## config.mk

```make
export PLATFORM = sky130hd
export DESIGN_NAME = inst_decoder
export DESIGN_NICKNAME = d
export VERILOG_FILES = /design/src/rtl/inst_decoder_pkg.sv /design/src/rtl/inst_decoder_addr_seq_checker.sv /design/src/rtl/inst_decoder.sv
export SDC_FILE = /design/constraint.sdc
export NUM_CORES = 1
export LEC_CHECK = 0
export BUFFER_PORTS_ARGS = -buffer_cell sky130_fd_sc_hd__buf_4
export CELL_PAD_IN_SITES_DETAIL_PLACEMENT = 1
export CELL_PAD_IN_SITES_GLOBAL_PLACEMENT = 1
export CORE_ASPECT_RATIO = 2
export CORE_MARGIN = 3
export CORE_UTILIZATION = 35
export CTS_BUF_LIST = sky130_fd_sc_hd__clkbuf_8 sky130_fd_sc_hd__clkbuf_16
export CTS_CLUSTER_SIZE = 24
export DETAILED_ROUTE_END_ITERATION = 16
export PLACE_DENSITY_LB_ADDON = 0.1
export SYNTH_ARGS = -nofsm -noshare
export SYNTH_HDL_FRONTEND = slang
export SYNTH_SLANG_ARGS = --single-unit
```

## constraint.sdc

```tcl
create_clock -name clk -period 2.9 [get_ports clk]
set_clock_uncertainty 0.05 [all_clocks]
set_input_delay 0.145 -clock clk [delete_from_list [all_inputs] [get_ports clk]]
set_output_delay 0.145 -clock clk [all_outputs]
set_load 0.05 [all_outputs]
```

## src/rtl/inst_decoder_pkg.sv

```systemverilog
// Shared definitions for the instruction decoder: inst bit map, phase and error-code enums.
package inst_decoder_pkg;

    localparam int INST_W = 23;
    localparam int ADDR_W = 4;
    localparam int BEAT_W = 6;

    localparam int PMEM_WR     = 0;
    localparam int PMEM_RD     = 1;
    localparam int KMEM_WR     = 2;
    localparam int KMEM_RD     = 3;
    localparam int QMEM_WR     = 4;
    localparam int QMEM_RD     = 5;
    localparam int PMEM_ADD_LO = 6;
    localparam int QMEM_ADD_LO = 10;
    localparam int OFIFO_RD    = 14;
    localparam int SFU_ACC     = 15;
    localparam int SFU_DIV     = 16;
    localparam int KMEM_ADD_LO = 17;
    localparam int RSVD_LO     = 21;
    localparam int RSVD_HI     = 22;

    typedef logic [INST_W-1:0] inst_t;

    localparam inst_t M_PW = inst_t'(1) << PMEM_WR;
    localparam inst_t M_PR = inst_t'(1) << PMEM_RD;
    localparam inst_t M_KW = inst_t'(1) << KMEM_WR;
    localparam inst_t M_KR = inst_t'(1) << KMEM_RD;
    localparam inst_t M_QW = inst_t'(1) << QMEM_WR;
    localparam inst_t M_QR = inst_t'(1) << QMEM_RD;
    localparam inst_t M_OF = inst_t'(1) << OFIFO_RD;
    localparam inst_t M_SA = inst_t'(1) << SFU_ACC;
    localparam inst_t M_SD = inst_t'(1) << SFU_DIV;
    localparam inst_t STROBE_MASK = M_PW | M_PR | M_KW | M_KR | M_QW | M_QR | M_OF | M_SA | M_SD;

    typedef enum logic [2:0] {
        PH_IDLE    = 3'd0,
        PH_KWR     = 3'd1,
        PH_KRD_QWR = 3'd2,
        PH_EXEC    = 3'd3,
        PH_SFU     = 3'd4,
        PH_DONE    = 3'd6,
        PH_ERR     = 3'd7
    } phase_t;

    typedef enum logic [2:0] {
        ERR_NONE    = 3'd0,
        ERR_RW      = 3'd1,
        ERR_RSVD    = 3'd2,
        ERR_SEQ     = 3'd3,
        ERR_ADDR    = 3'd4,
        ERR_BEAT    = 3'd5
    } err_code_t;

endpackage

```

## src/rtl/inst_decoder_addr_seq_checker.sv

```systemverilog
// Address sequence checker for one memory: first access after a phase entry must hit 0,
// later accesses may repeat or advance by one (no 15->0 wrap).
module addr_seq_checker
    import inst_decoder_pkg::*;
(
    input  logic              clk,
    input  logic              reset,
    input  logic              start,
    input  logic              active,
    input  logic [ADDR_W-1:0] addr,
    output logic              error
);

    logic [ADDR_W-1:0] prev_q;
    logic              seen_q;
    logic              first;

    assign first = start | ~seen_q;
    assign error = active & (first ? (addr != '0)
                                   : ((addr != prev_q) &&
                                      ({1'b0, addr} != ({1'b0, prev_q} + 5'd1))));

    always_ff @(posedge clk or posedge reset) begin
        if (reset) begin
            prev_q <= '0;
            seen_q <= 1'b0;
        end else if (active) begin
            prev_q <= addr;
            seen_q <= 1'b1;
        end else if (start) begin
            seen_q <= 1'b0;
        end
    end

endmodule

```

## src/rtl/inst_decoder.sv

```systemverilog
// Instruction decoder: registers decoded strobes/addresses and tracks the K/Q/EXEC/SFU phase.
// Checker logic (error codes, ERR phase) is built only when INST_DECODER_CHECK_EN is defined.
module inst_decoder
    import inst_decoder_pkg::*;
#(
    parameter int col         = 8,
    parameter int total_cycle = 8
) (
    input  logic              clk,
    input  logic              reset,
    input  logic [INST_W-1:0] inst,
    input  logic              ctrl_done,
    output logic              k_wr,
    output logic              k_rd,
    output logic              q_wr,
    output logic              q_rd,
    output logic              p_wr,
    output logic              p_rd,
    output logic              ofifo_rd,
    output logic              sfu_acc,
    output logic              sfu_div,
    output logic [ADDR_W-1:0] k_addr,
    output logic [ADDR_W-1:0] q_addr,
    output logic [ADDR_W-1:0] p_addr,
    output logic [2:0]        phase,
    output logic [BEAT_W-1:0] beat,
    output logic              err,
    output logic [2:0]        err_code
);

    localparam logic [BEAT_W-1:0] BEAT_MAX = '1;

    phase_t            state_q, state_d, trans_to;
    logic [BEAT_W-1:0] beat_q, beat_d, beat_inc;
    inst_t             sb;
    logic              trans, qual, fire;

    assign sb = inst & STROBE_MASK;

    always_ff @(posedge clk or posedge reset) begin
        if (reset) begin
            {k_wr, k_rd, q_wr, q_rd, p_wr, p_rd, ofifo_rd, sfu_acc, sfu_div} <= '0;
            k_addr <= '0;
            q_addr <= '0;
            p_addr <= '0;
        end else begin
            k_wr     <= inst[KMEM_WR];
            k_rd     <= inst[KMEM_RD];
            q_wr     <= inst[QMEM_WR];
            q_rd     <= inst[QMEM_RD];
            p_wr     <= inst[PMEM_WR];
            p_rd     <= inst[PMEM_RD];
            ofifo_rd <= inst[OFIFO_RD];
            sfu_acc  <= inst[SFU_ACC];
            sfu_div  <= inst[SFU_DIV];
            k_addr   <= inst[KMEM_ADD_LO +: ADDR_W];
            q_addr   <= inst[QMEM_ADD_LO +: ADDR_W];
            p_addr   <= inst[PMEM_ADD_LO +: ADDR_W];
        end
    end

    // qual is the strobe that entered the current phase; holding it advances beat.
    always_comb begin
        trans    = 1'b0;
        qual     = 1'b0;
        trans_to = state_q;
        case (state_q)
            PH_IDLE: begin
                trans    = inst[KMEM_WR];
                trans_to = PH_KWR;
            end
            PH_KWR: begin
                qual     = inst[KMEM_WR];
                trans    = inst[KMEM_RD] & inst[QMEM_WR];
                trans_to = PH_KRD_QWR;
            end
            PH_KRD_QWR: begin
                qual     = inst[KMEM_RD] & inst[QMEM_WR];
                trans    = inst[QMEM_RD];
                trans_to = PH_EXEC;
            end
            PH_EXEC: begin
                qual     = inst[QMEM_RD];
                trans    = |(sb & (M_OF | M_PW));
                trans_to = PH_SFU;
            end
            PH_SFU: begin
                qual     = |(sb & (M_OF | M_PW));
                trans    = ctrl_done;
                trans_to = PH_DONE;
            end
            default: ;
        endcase
    end

    assign beat_inc = (qual && (beat_q != BEAT_MAX)) ? beat_q + BEAT_W'(1) : beat_q;

    // NOTE: every always_comb output gets a default first so no path can infer a latch.
    always_comb begin
        state_d = state_q;
        beat_d  = beat_inc;
        if (fire) begin
            state_d = PH_ERR;
            beat_d  = BEAT_W'(1);
        end else if (trans) begin
            state_d = trans_to;
            beat_d  = BEAT_W'(1);
        end
    end

    always_ff @(posedge clk or posedge reset) begin
        if (reset) begin
            state_q <= PH_IDLE;
            beat_q  <= '0;
        end else begin
            state_q <= state_d;
            beat_q  <= beat_d;
        end
    end

    assign phase = state_q;
    assign beat  = beat_q;

`ifdef INST_DECODER_CHECK_EN
    logic      k_addr_err, q_addr_err, p_addr_err;
    logic      rw_err, rsvd_err, legal, beat_err, err_q;
    err_code_t code_d, code_q;

    addr_seq_checker u_k_chk (
        .clk(clk), .reset(reset), .start(trans),
        .active(inst[KMEM_WR] | inst[KMEM_RD]),
        .addr(inst[KMEM_ADD_LO +: ADDR_W]), .error(k_addr_err)
    );
    addr_seq_checker u_q_chk (
        .clk(clk), .reset(reset), .start(trans),
        .active(inst[QMEM_WR] | inst[QMEM_RD]),
        .addr(inst[QMEM_ADD_LO +: ADDR_W]), .error(q_addr_err)
    );
    addr_seq_checker u_p_chk (
        .clk(clk), .reset(reset), .start(trans),
        .active(inst[PMEM_WR] | inst[PMEM_RD]),
        .addr(inst[PMEM_ADD_LO +: ADDR_W]), .error(p_addr_err)
    );

    assign rw_err   = (inst[PMEM_WR] & inst[PMEM_RD]) | (inst[KMEM_WR] & inst[KMEM_RD]) |
                      (inst[QMEM_WR] & inst[QMEM_RD]);
    assign rsvd_err = |inst[RSVD_HI:RSVD_LO];

    // A strobe set is legal if it is a bubble, the current hold pattern, or the exit pattern.
    always_comb begin
        legal = 1'b1;
        case (state_q)
            PH_IDLE:    legal = (sb & ~M_KW) == '0;
            PH_KWR:     legal = ((sb & ~M_KW) == '0) || (sb == (M_KR | M_QW));
            PH_KRD_QWR: legal = (sb == '0) || (sb == (M_KR | M_QW)) || (sb == M_QR);
            PH_EXEC:    legal = ((sb & ~M_QR) == '0) || ((sb & ~(M_OF | M_PW)) == '0);
            PH_SFU:     legal = (sb & ~(M_OF | M_PW | M_PR | M_SA | M_SD)) == '0;
            PH_DONE:    legal = sb == '0;
            default:    legal = 1'b1;
        endcase
    end

    always_comb begin
        beat_err = 1'b0;
        case (state_q)
            PH_KWR:                      beat_err = !trans && (int'(beat_inc) > col + 1);
            PH_KRD_QWR, PH_EXEC, PH_SFU: beat_err = !trans && (int'(beat_inc) > total_cycle + 2);
            default: ;
        endcase
    end

    always_comb begin
        code_d = ERR_NONE;
        if (rw_err)                                   code_d = ERR_RW;
        else if (rsvd_err)                            code_d = ERR_RSVD;
        else if (!legal)                              code_d = ERR_SEQ;
        else if (k_addr_err | q_addr_err | p_addr_err) code_d = ERR_ADDR;
        else if (beat_err)                            code_d = ERR_BEAT;
    end

    assign fire = (code_d != ERR_NONE) && !err_q;

    always_ff @(posedge clk or posedge reset) begin
        if (reset) begin
            err_q  <= 1'b0;
            code_q <= ERR_NONE;
        end else if (fire) begin
            err_q  <= 1'b1;
            code_q <= code_d;
        end
    end

    assign err      = err_q;
    assign err_code = code_q;
`else
    assign fire     = 1'b0;
    assign err      = 1'b0;
    assign err_code = '0;
`endif

endmodule

```

# == After elaboration in Yosys (flattened, before gate mapping) ==
# Cells that the tools add are included.
# op_classes
mux,5
add_sub_neg,1
n_eq_ne,5
bitwise_logic,1
reduce_logical,6
# op_table
op,count
case mux 3 bit (5 select lines),1
2-to-1 mux 6 bit,2
"adder 6 x 1 -> 6 bit, second input constant",1
"== test 3 x 2 -> 1 bit, second input constant",2
"inequality test 6 bit, second input constant",1
case mux 1 bit (5 select lines),1
nonzero test 5 bit,1
case mux 1 bit (4 select lines),1
"== test 3 x 1 -> 1 bit, second input constant",1
"== test 3 bit, second input constant",1
zero test 3 bit,1
AND reduction 2 bit,1
nonzero test 2 bit,1
OR reduction 2 bit,1
AND 1 bit,1
logical AND 1 bit,1
# totals
input_bits,26
register_bits,30
out_inout_bits,34
elab_cells,32

# == Logic depth before layout (Yosys ltp) ==
# logic_depth
ltp_word,5
ltp_mapped,7
ltp_nobuf,6

# == Least setup slack after synthesis ==
# No wires, ideal clock.
# synth_path
kind,flip-flop to flip-flop
startpoint,"reg state_q[0], in the netlist phase[0]"
endpoint,"reg state_q[0], in the netlist phase[0]"
arrival_ns,1.870
setup_time_ns,0.125
required_ns,2.725
period_less_slack_ns,2.045
stages_incl_launch_ff,7
n_path_buf,2
path_slack_ns,0.855
path_cell_list,dfrtp_1 buf_4 and4bb_2 a31o_2 or2_1 buf_6 mux2_2
# synth_between
elab_chain_len,3
word_cells_on_any_way,9
cone_classes,eq/ne: 4; mux: 2; reduce/logical: 3
# synth_lines
item,line_no,rtl
start: declaration,inst_decoder.sv:33,"phase_t state_q, state_d, trans_to;"
start signal: assignment,inst_decoder.sv:116,state_q <= state_d;
"== test 3 bit, or another cell as far along",inst_decoder.sv:67,case (state_q)
case mux 1 bit (5 select lines) or nonzero test 5 bit (tied branches),n/a,
AND reduction 2 bit (no line),n/a,
# Parallel ways exist; a longest one is shown, timed or not.
# A chain may end at the register's enable or synchronous reset.

# == Worst setup path after layout ==
# layout_path
startpoint,"reg state_q[1], in the netlist phase[1]"
endpoint,"reg beat_q[5], in the netlist beat[5]"
# layout_between
elab_chain_len,4
word_cells_on_any_way,10
cone_classes,eq/ne: 4; mux: 3; reduce/logical: 3
# layout_lines
item,line_no,rtl
"== test 3 bit, or another cell as far along",inst_decoder.sv:67,
case mux 1 bit (4 select lines),inst_decoder.sv:67,
logical AND 1 bit,inst_decoder.sv:96,assign beat_inc = (qual && (beat_q != BEAT_MAX)) ? beat_q + BEAT_W'(1) : beat_q;
nonzero test 2 bit (no line),n/a,
end signal: assignment,inst_decoder.sv:117,beat_q <= beat_d;
end: declaration,inst_decoder.sv:34,"logic [BEAT_W-1:0] beat_q, beat_d, beat_inc;"
# Parallel ways exist; a longest one is shown, timed or not.

==> results.md <==
- Final #Nets: roughly 190
- Seq cells post-synth: 30
- Peak supply drop: roughly 0.63 mV
- Routed WL: 3350 um
- Dpl cells: 167
- Share of cells above drive strength 1: 0.4096
- Critical path endpoint category: flop
- Num CTS Buffers: 5
- RR Endpoint: beat[5]
- Max-Cap Viols: 0
- CTS Sinks: 30
- Syn avg cell area: 12.98 um2
- Initial antenna violation count: 0
- CTS tree: done
- Comb pwr share: 0.305
- Final critical-path share of the clock period: 0.6442
- Reg power frac: 0.348
- Least-Margin Pin Slew: between 1000 and 1500 ps
- Num rows: 28
- Worst setup SP type: flop
- RSZ-0062 raised after global routing: false
- Pin count of the biggest net entering global routing: 31
- WP data required: roughly 3100 ps
- Critical-path maximum fanout: 10
- Fin cells: approximately 200
- Worst Reg-to-Reg Cells: 5
- Crit Reg-Reg Startpoint: phase[1]
- Crit Path Category: flop to flop
- # IOs: 60
- M2 GR Usage: 0.3379
- First-pass GRT wire length: between 5000 and 6000 um
- Met1 usage: 0.1758
- Status: finished clean
- Critical Path Source: phase[1]
- Initial Util: 0.3748
- Worst skew pair latency: roughly 280 ps
- Top Usage Layer GRT: met2
- FF-to-FF setup slack: a little over 1000 ps
- Setup bufs post-CTS: 0
- Final setup fails: 0
- CTS Buffer Depth: 2
- P_int: between 0.001 and 0.0015 W
- F_max: 535.3 MHz
- LEAKAGE: between 0.9 and 1 nW
- Pwr/cell area: between 800 and 900 mW/mm2
- Global route overflow: 0
- Setup total negative slack: 0 ps
- Total number of vias: 980
- Sw Share: 0.3405
- Rel. slew slack: 0.2353
- Detailed router's first-iteration violation count: 5
- Number of I/O port buffers: 53
- Slew Limit Fails: 0
- Synth Cell Area: 0.001142 mm2
- CTS resizes: 0
- Fin. Hold Viols: 0
- Via density: a little under 5
- GRT Overall Usage: 0.1852
- DR pass1 iterations: 2
- Avg WL per Cell: ~17 um
- Clock share of power: 0.347
- DRC errors left: 0
- M3 GR Usage: 0.04782
- Core Footprint: 0.003048 mm2
- Sw Pwr: between 0.0005 and 0.0006 W
- Post-Synthesis Cells: 88
- Hold Crit Class: input pin to asynchronous set/reset pin
- Gpl congestion: 0.6987
- Die X: 46.40 um
- Share of the yosys chip area belonging to registers: 0.6572
- Post-synth cell types: 30
- CP Capture Point: beat[5]
- Die area: a little over 0.004 mm2
- Fillcell total: 316
- Area Overhead vs Synth: 64.95%
- Worst Path Arrival: ~2000 ps
- Clk pin slew, worst setup/hold paths: around 70 ps
- HPWL after DPL: ~2200 um
- DRT antenna net count: 0
- Die Y: around 87 um
- Syn. warnings: 0
- Vias in the first global route: about 1100
- Htree depth: 2
- # hold bufs at CTS: 21
- Min Tclk post-route: 1868 ps
- Root Driver: clkbuf_8
[Yosys cell counts]
cell      instances  area (um2)
and4b_1           1       10.01
mux2_4            1       15.01
o22ai_1           2       12.51
nand2b_1          2       12.51
nor3_1            2       10.01
buf_6             2       22.52
mux2i_1           1       10.01
and4bb_2          1       12.51
dfrtp_1          30       750.7
ha_1              1       12.51
and3_1            2       12.51
nand2_1           3       11.26
buf_4             5       37.54
nand3_1           3       15.01
nand3b_1          1       7.510
o211ai_1          1       7.510
or3_1             3       18.77
or2_1             1       6.260
o21bai_1          1       7.510
a21oi_1           7       35.03
or2b_2            1       8.760
conb_1            1       3.750
nand4_1           1       6.260
and4b_2           1       11.26
inv_1             2       7.510
a31o_2            1       8.760
nor2_1            4       15.01
o21ai_0           5       25.02
mux2_2            1       11.26
o22a_4            1       17.52
[sequential cells by signal, summed over array words and instances, names as in the netlist]
name,cells
beat,6
k_addr,4
k_rd,1
k_wr,1
ofifo_rd,1
p_addr,4
p_rd,1
p_wr,1
phase,3
q_addr,4
q_rd,1
q_wr,1
sfu_acc,1
sfu_div,1
[critical path: stages (launching register included)]
cell and delay [ps]:
dfrtp_1 500, o21bai_1 210, mux2_4 270, o22a_4 250, or3_1 350, a21oi_1 160
[worst min-delay path by stage]
stage	cells after the start	endpoint
4_1_cts	2	q_addr[0]
2_1_floorplan	0	k_addr[0]
3_3_place_gp	1	sfu_div
3_5_place_dp	1	k_addr[0]
6_report	2	q_addr[0]
5_1_grt	2	k_addr[1]
[metal layers]
layer,wire length (um),part of all wire,vias up
li1,-,-,452
met1,1078,0.32,487
met2,2015,0.60,32
met3,167,0.050,9
met4,88,0.026,0
met5,0,0,-
[power groups by stage]
stage / clock network, W / logic [W] / registers [W]
2_1_floorplan: 0 / 0.000192 / 0.000670
3_3_place_gp: 0 / 0.000435 / 0.000533
3_5_place_dp: 0 / 0.000442 / 0.000537
4_1_cts: 0.000539 / 0.000468 / 0.000530
5_1_grt: 0.000555 / 0.000497 / 0.000542
6_report: 0.000530 / 0.000465 / 0.000531
[stage by stage]
| step | power, W | hold slack, ps | instance area [um2] | utilization | worst slack (ps) |
|---|---|---|---|---|---|
| floorplan | 0.0008616 | 126.4 | 1154 | - | 855.1 |
| global placement | 0.0009678 | 204.7 | 1529 | 0.5016 | 1098 |
| detailed placement | 0.0009788 | 205.6 | 1529 | 0.5016 | 1048 |
| CTS | 0.001537 | 159.0 | 1882 | 0.6174 | 1032 |
| global route | 0.001594 | 213.9 | 1882 | 0.6174 | 926.8 |
| finish | 0.001525 | 118.2 | 1884 | 0.6182 | 1032 |
[placed cells by master (no fill, tap or decap), types with 2 or more instances in the layout]
master	instances
a21oi_1	7
and3_1	2
nand3_1	3
o21ai_0	5
or3_1	3
bufinv_16	2
o22ai_1	2
dlygate4sd3_1	21
nand2b_1	2
dfrtp_1	30
inv_1	2
buf_4	53
clkbuf_8	6
nor3_1	2
nand2_1	3
conb_1	4
nor2_1	4
[cell type report]
cell class	count	area (um2)	share of cell area
Antenna cell	1	2.502	0.001328
Clock buffer	6	82.58	0.04382
Clock inverter	2	60.06	0.03187
Inverter	2	7.507	0.003984
Multi-Input combinational cell	52	335.3	0.1780
Sequential cell	30	750.7	0.3984
Tap cell	30	37.54	0.01992
Timing Repair Buffer	74	608.1	0.3227
[kinds of logic (layout without fill, tap and decap cells)]
logic type,after synthesis,in the layout,synth area share
and+or+nand+nor,26,26,0.1380
adders and majority gates,1,1,0.01095
other,1,5,0.003283
AOI/OAI and AO/OA,18,18,0.09967
DFF,30,30,0.6572
buffers and inverters,9,84,0.05915
muxes,3,3,0.03176
Power figures use the tool's default switching activity.
